$ cat src/rtl/uart_tx_sched.sv
// Round-robin transmit scheduler. Several byte producers share one uart_core
// transmitter. Bytes are accepted over valid/ready handshakes, then paced so
// that a new byte is only presented once the previous frame (plus an optional
// idle gap) has left the wire.
module uart_tx_sched #(
  parameter int NREQ       = 4,
  parameter int BIT_CLK    = 8,
  parameter int FRAME_BITS = 10,
  parameter int GAP_CLKS   = 0
) (
  input  logic              clk,
  input  logic              rst,
  input  logic [NREQ-1:0]   req_valid,
  input  logic [8*NREQ-1:0] req_data,
  output logic [NREQ-1:0]   req_ready,
  input  logic              cts,
  output logic [7:0]        txdata,
  output logic              tx_strobe,
  output logic              busy,
  output logic [2:0]        grant_id,
  output logic [15:0]       sent_count
);

  localparam int FRAME_CLKS = FRAME_BITS * BIT_CLK;
  localparam int MAX_CLKS   = (FRAME_CLKS > GAP_CLKS) ? FRAME_CLKS : GAP_CLKS;
  localparam int CW         = $clog2(MAX_CLKS + 1);
  localparam int PW         = $clog2(NREQ);

  typedef enum logic [1:0] {IDLE, SEND, GAP} state_t;

  state_t        state;
  logic [CW-1:0] cnt;
  logic [PW-1:0] rr_ptr;
  logic [PW-1:0] win;
  logic [PW-1:0] cand;
  logic [PW:0]   sum;
  logic          found;
  logic          take;

  // Pick the first valid requester at or after rr_ptr, wrapping upward.
  // Invalid requesters are skipped within the same cycle.
  always_comb begin
    win   = '0;
    found = 1'b0;
    sum   = '0;
    cand  = '0;
    for (int k = 0; k < NREQ; k++) begin
      sum = {1'b0, rr_ptr} + (PW+1)'(k);
      if (sum >= (PW+1)'(NREQ)) sum = sum - (PW+1)'(NREQ);
      cand = sum[PW-1:0];
      if (!found && req_valid[cand]) begin
        found = 1'b1;
        win   = cand;
      end
    end
  end

  // Reset overrides the handshake so nothing is accepted in a reset cycle;
  // cts only matters while idle, a frame in flight always completes.
  always_comb begin
    take      = (state == IDLE) && cts && found && !rst;
    req_ready = '0;
    if (take) req_ready[win] = 1'b1;
  end

  // Scheduler FSM: accept in IDLE, time the frame in SEND, optional GAP.
  always_ff @(posedge clk) begin
    if (rst) begin
      state      <= IDLE;
      cnt        <= '0;
      rr_ptr     <= '0;
      txdata     <= 8'h00;
      tx_strobe  <= 1'b0;
      busy       <= 1'b0;
      grant_id   <= 3'd0;
      sent_count <= 16'h0000;
    end else begin
      tx_strobe <= 1'b0;
      case (state)
        IDLE: begin
          if (take) begin
            txdata     <= req_data[{win, 3'b000} +: 8];
            tx_strobe  <= 1'b1;
            grant_id   <= 3'(win);
            rr_ptr     <= (win == PW'(NREQ-1)) ? '0 : win + 1'b1;
            sent_count <= sent_count + 16'd1;
            cnt        <= CW'(FRAME_CLKS - 1);
            busy       <= 1'b1;
            state      <= SEND;
          end
        end
        SEND: begin
          if (cnt == '0) begin
            if (GAP_CLKS == 0) begin
              state <= IDLE;
              busy  <= 1'b0;
            end else begin
              state <= GAP;
              cnt   <= CW'(GAP_CLKS - 1);
            end
          end else begin
            cnt <= cnt - 1'b1;
          end
        end
        GAP: begin
          if (cnt == '0) begin
            state <= IDLE;
            busy  <= 1'b0;
          end else begin
            cnt <= cnt - 1'b1;
          end
        end
        default: begin
          state <= IDLE;
          busy  <= 1'b0;
        end
      endcase
    end
  end

endmodule
$ cat config.mk
export PLATFORM = sky130hd
export DESIGN_NAME = uart_tx_sched
export DESIGN_NICKNAME = d
export VERILOG_FILES = /design/src/rtl/uart_tx_sched.sv
export SDC_FILE = /design/constraint.sdc
export NUM_CORES = 1
export LEC_CHECK = 0
export BUFFER_PORTS_ARGS = -buffer_cell sky130_fd_sc_hd__clkbuf_2
export CAP_MARGIN = 30
export CORE_MARGIN = 4
export CORE_UTILIZATION = 40
export CTS_CLUSTER_DIAMETER = 30
export DETAILED_ROUTE_END_ITERATION = 10
export PLACE_DENSITY = 0.68
export SLEW_MARGIN = 25
export SYNTH_ARGS = -nofsm -noshare
export SYNTH_HDL_FRONTEND = slang
export SYNTH_SLANG_ARGS = --single-unit
$ cat constraint.sdc
create_clock -name clk -period 1.8 [get_ports clk]
set_input_delay 0.27 -clock clk [delete_from_list [all_inputs] [get_ports clk]]
set_output_delay 0.27 -clock clk [all_outputs]
set_load 0.02 [all_outputs]
---- Yosys cells after proc, flatten, opt, wreduce, memory -nomap -nowiden ----
Cells that the tools add are included.
cells by class
  add/subtract/negate cells ............... 10
  multipliers ............................. 0
  div/mod/pow operators ................... 0
  $lt $le $gt $ge ......................... 10
  equality and inequality tests ........... 6
  shift-type cells ........................ 1
  mux-type cells .......................... 34
  bitwise logic cells ..................... 1
  reduce and logical (&&, ||, !) cells .... 19
operator list
  cell                     number
  $shiftx A32 B6 Y8        1
  $mux W2                  11
  $add A16 B1 Y16 const B  1
  $lt A2 B3 Y1 const B     5
  $mux W7                  2
  $pmux W7 S2              1
  $mux W1                  12
  $ge A3 B3 Y1 const B     3
  $bmux W1 S2              4
  $sub A2 B1 Y2 const B    4
  $logic_and A1 B1 Y1      7
  $logic_not A7 Y1         1
  $sub A7 B1 Y7 const B    1
  $add A2 B2 Y3 const B    2
  $eq A2 B2 Y1 const B     2
  $logic_not A1 Y1         4
  $mux W4                  1
  $ne A2 B2 Y1 const B     2
  $pmux W2 S2              1
  $reduce_and A2 Y1        2
  $reduce_or A2 Y1         2
  $add A2 B1 Y3 const B    1
  $ge A2 B3 Y1 const B     1
  $reduce_and A3 Y1        1
  9 further kinds          9
storage, ports and cells
  register bits after elaboration ......... 39
  bits in latches ......................... 0
  RAM bits ................................ 0
  ROM bits ................................ 0
  output and inout port bits .............. 33
  logic and storage cells ................. 89
  memories ................................ 0

---- Longest topological paths before layout ----
  depth after elaboration ................. 19
  depth in mapped cells ................... 8
  gate-level depth less buffers ........... 7

---- Least setup slack after synthesis ----
OpenSTA, ideal clock, no wires.
  kind .................................... register -> output
  start point ............................. register, netlist name busy
  end point ............................... output port req_ready[1]
  data arrival time ....................... 1.642 ns
  data required time ...................... 1.530 ns
  slack ................................... -0.112 ns
  stages on the path, launching flop included .. 6
  buffers on the path ..................... 0
  cell sequence ........................... dfxtp_1 nor3b_1 nand2_2 nor3_2 inv_1 nor2_1
RTL lines
  element    line  text
  to (decl)  15    output logic [NREQ-1:0] req_ready,

---- Worst setup path in the final report ----
  start point ............................. register rr_ptr[1]
  end point ............................... output port req_ready[3]
on the way
  word-level cells in the longest chain between the ends .. 19
  elaborated cells between the ends (all ways) .. 45
ends and longest elaborated chain
  element                                                                 line  text
  from (decl)                                                             33    logic [PW-1:0] rr_ptr;
  from (signal assigned)                                                  85    rr_ptr <= (win == PW'(NREQ-1)) ? '0 : win + 1'b1;
  parallel branches: the longest is 18 deep, another holds $add A2 B1 Y3  -
  $mux W4 *                                                               63    if (take) req_ready[win] = 1'b1;
Every way passes the cells marked *. The select of a mux whose other input is x is not followed.

==> impl_metrics.toml <==
[clock_network]
clock_tree.root_cell = "sky130_fd_sc_hd__clkbuf_8"
worstSkewPairLatency_ns = 0.29
clk_pin_slew_worst_paths_ns = 0.07
cts_hold_buf = 0
cts.htree.levels = 2
cts_tree = "done"
cts_made_buffers = 5
cts_sinks = 37
max-clock-path-buffers = 2

[synth]
synth-seq-area-share_pct = 39.7
ys_dominant_reg_cell = "sky130_fd_sc_hd__dfxtp_1"
synth_cell_types = 43
netlist_top_cells_area = "sky130_fd_sc_hd__dfxtp_1 40%, sky130_fd_sc_hd__mux2i_1 5.4%, sky130_fd_sc_hd__nand2_1 4.2%"
yosysTopAreaCellShare_pct = 39.7
syn_area_um2 = 1860
post_synth_inst_count = 213
synthesis.yosys.warnings = 0
ys_async_sr_fraction_pct = 0
synth.largest_area_cell = "sky130_fd_sc_hd__dfxtp_1"
synth.ff_latch_count = 37
syn-num-nets = 256
synth-edff-count = 0
synthesis.area_per_instance_um2 = 8.75

[final_layout]
fin_nets = 348
antenna_cells = 0
layout.cells.most_common = "sky130_fd_sc_hd__clkbuf_2"
drive_above_1_share_pct = 40.5
layout_common_cells = "67 x sky130_fd_sc_hd__clkbuf_2, 34 x sky130_fd_sc_hd__dfxtp_1, 21 x sky130_fd_sc_hd__nand2_1, 21 x sky130_fd_sc_hd__buf_4, 19 x sky130_fd_sc_hd__nor2_1"
n_fill_cell = 390
final_cell_count_no_fill = 356
area_growth_syn_to_layout_pct = 38.6

[sta]
holdWs_ns = 0.193
grt_setup_unrepaired = "true"
period_share_pct = 104
number_of_failing_setup_endpoints_in_the_final_timing_report = 2
worst_slew_margin_rel_pct = 61.7
timing.final.ws_setup_ns = -0.0662
timing.final.crit_period_ns = 1.87
maxClockFrequency_mhz = 536
timing.final.hold_violations = 0
worstMarginPinSlew_ns = 0.569
setup_total_negative_slack_ns = -0.0967
final-max-slew-violation-count = 0
clock-skew-final_ns = 0.00416

[setup_path]
cp-startpoint = "rr_ptr[1]"
critical_path_class = "register to output port"
timing.critical_path.from_type = "register"
cp_data_arrival_time_ns = 1.60
crit_path_max_fanout = 4
r2r-start = "cnt[1]"
cp.required_ns = 1.53
crit_path_end_kind = "output port"

[min_path]
holdCritPathClass = "input pin to register"
worst_min_delay_path_startpoint = "req_data[4]"

[drt]
remaining_drc_errors = 0
via_per_inst = 5.24
wl_um = 4720
ant_nets = 0
drt_initial_violations = 46
route.vias.total = 1865
wl_per_cell_um = 13.3
detail_route.first_pass.iterations = 4

[power_and_ir_drop]
vdd.ir_drop.worst_uv = 503
power.clock.fraction_pct = 28.0
total_internal_power_mw = 1.33
power.net_switching_uw = 559
power_frac_comb_pct = 23.5
p_leak_nw = 1.11
power_density_nw_per_um2 = 731
seqPwrFrac_pct = 48.5
sw_share_pct = 29.6

[die]
core_um2 = 4440
ioPinCount = 72
die_width_um = 76.3
floorplan.initialDensity_pct = 41.9
floorplan.die_area_um2 = 5820
num_rows = 24
die_height_um = 76.3

[placement]
dpl.cell_count = 350
gpl.final_weighted_congestion = 0.726
placement.io_buffers = 70
dp.final_hpwl_um = 3570

[flow_run]
drv.max_cap_violation_count = 0

[global_routing]
grt_max_degree = 18
grt_remaining_overflow = 0
grt_antenna_before_repair = 0
grt_pass1_vias = 1710
grt_first_pass_wirelength_um = 7780
grt_usage_pct = 16.1

[status]
failed_checks = "negative setup slack"
run_status = "complete, but fails checks"
logic make-up (layout without fill, tap and decap cells):
group | count (synthesis) | in the layout | share of synthesized area (%)
compound gates | 42 | 42 | 15.3
xor+xnor | 15 | 15 | 7.05
fa+ha+maj | 4 | 4 | 2.68
buf+inv | 14 | 105 | 3.69
flops | 37 | 37 | 39.7
mux | 10 | 10 | 5.37
other cells | 1 | 1 | 0.201
simple gates | 90 | 90 | 26.0
per-layer routing:
metal	global-route usage [%]	share of wire (%)	routed length, um	vias to the layer above
li1	-	-	-	953
met5	0	0	0	-
met3	4.96	8.7	413	7
met1	20.2	45	2110	840
met2	26.3	45	2140	65
met4	5.43	1.5	69	0
synth_stat cells, types with 2 or more instances:
cell type / count
sky130_fd_sc_hd__a21oi_1: 13
sky130_fd_sc_hd__clkbuf_1: 4
sky130_fd_sc_hd__a211oi_1: 2
sky130_fd_sc_hd__nand4_1: 8
sky130_fd_sc_hd__xnor2_1: 6
sky130_fd_sc_hd__nand2_1: 21
sky130_fd_sc_hd__nor4_1: 3
sky130_fd_sc_hd__o211ai_1: 8
sky130_fd_sc_hd__nand2_2: 2
sky130_fd_sc_hd__o21ai_0: 5
sky130_fd_sc_hd__or3_1: 5
sky130_fd_sc_hd__or4_1: 3
sky130_fd_sc_hd__dfxtp_1: 37
sky130_fd_sc_hd__ha_1: 4
sky130_fd_sc_hd__a32oi_1: 8
sky130_fd_sc_hd__mux2i_1: 10
sky130_fd_sc_hd__buf_4: 2
sky130_fd_sc_hd__nand3_1: 3
sky130_fd_sc_hd__o21ai_1: 2
sky130_fd_sc_hd__nor2b_1: 2
sky130_fd_sc_hd__inv_1: 5
sky130_fd_sc_hd__nor3_1: 8
sky130_fd_sc_hd__xor2_1: 9
sky130_fd_sc_hd__nor2_1: 21
sky130_fd_sc_hd__nand2b_1: 3
sky130_fd_sc_hd__and3_1: 2
worst paths after layout:
kind             endpoint  slack (ns)  depth (start not counted)
max          req_ready[3]       -0.07                          7
min             txdata[4]        0.19                          3
max reg2reg        cnt[3]        0.15                          7
min reg2reg   grant_id[1]        0.46                          2
stage by stage:
| stage | area [um^2] | setup slack (ns) | power [mW] | util [%] |
|---|---|---|---|---|
| 3_3_place_gp | 2410 | 0.00512 | 1.35 | 54.3 |
| 6_report | 2580 | -0.0662 | 1.89 | 58.1 |
| 5_1_grt | 2580 | -0.147 | 1.99 | 58.1 |
| 2_1_floorplan | 1870 | -0.00256 | 1.18 | - |
| 4_1_cts | 2570 | -0.0687 | 1.91 | 57.9 |
| 3_5_place_dp | 2410 | -0.0285 | 1.35 | 54.3 |
sequential cells by signal, summed over array words and instances, names as in the netlist:
name and cells:
busy 1, cnt 7, grant_id 2, rr_ptr 2, sent_count 16, tx_strobe 1
txdata 8
power groups by stage:
stage | logic (mW) | registers, mW | clock network [mW]
final | 0.444 | 0.915 | 0.529
after global routing | 0.488 | 0.922 | 0.581
after CTS | 0.442 | 0.914 | 0.552
after floorplan | 0.219 | 0.963 | 0
after global placement | 0.419 | 0.930 | 0
after detailed placement | 0.422 | 0.930 | 0
layout make-up:
class | count | area [um^2] | share of cell area (%)
tap | 52 | 65.1 | 2.52
clock buffer | 5 | 68.8 | 2.66
multi-input combinational | 162 | 1120 | 43.3
timing repair buffer | 93 | 554 | 21.5
sequential | 37 | 747 | 28.9
clock inverter | 1 | 5.00 | 0.194
inverter | 6 | 25.0 | 0.969
critical path, cell delays in order, from the launching register on:
cell and delay [ns]:
sky130_fd_sc_hd__dfxtp_4 0.36, sky130_fd_sc_hd__a21o_1 0.17, sky130_fd_sc_hd__a21boi_2 0.13, sky130_fd_sc_hd__o22ai_2 0.11, sky130_fd_sc_hd__inv_2 0.08, sky130_fd_sc_hd__ha_2 0.15, sky130_fd_sc_hd__and3_4 0.17, sky130_fd_sc_hd__clkbuf_8 0.14
repair_timing:
| action | 4_1_cts | 5_1_grt |
|---|---|---|
| endpoints found under the setup margin | 3 | 4 |
| gates resized for setup | 24 | 5 |
| pin swaps | 3 | 2 |
| buffers inserted | 0 | 0 |
Note: power is estimated with default switching activity, not from simulation.
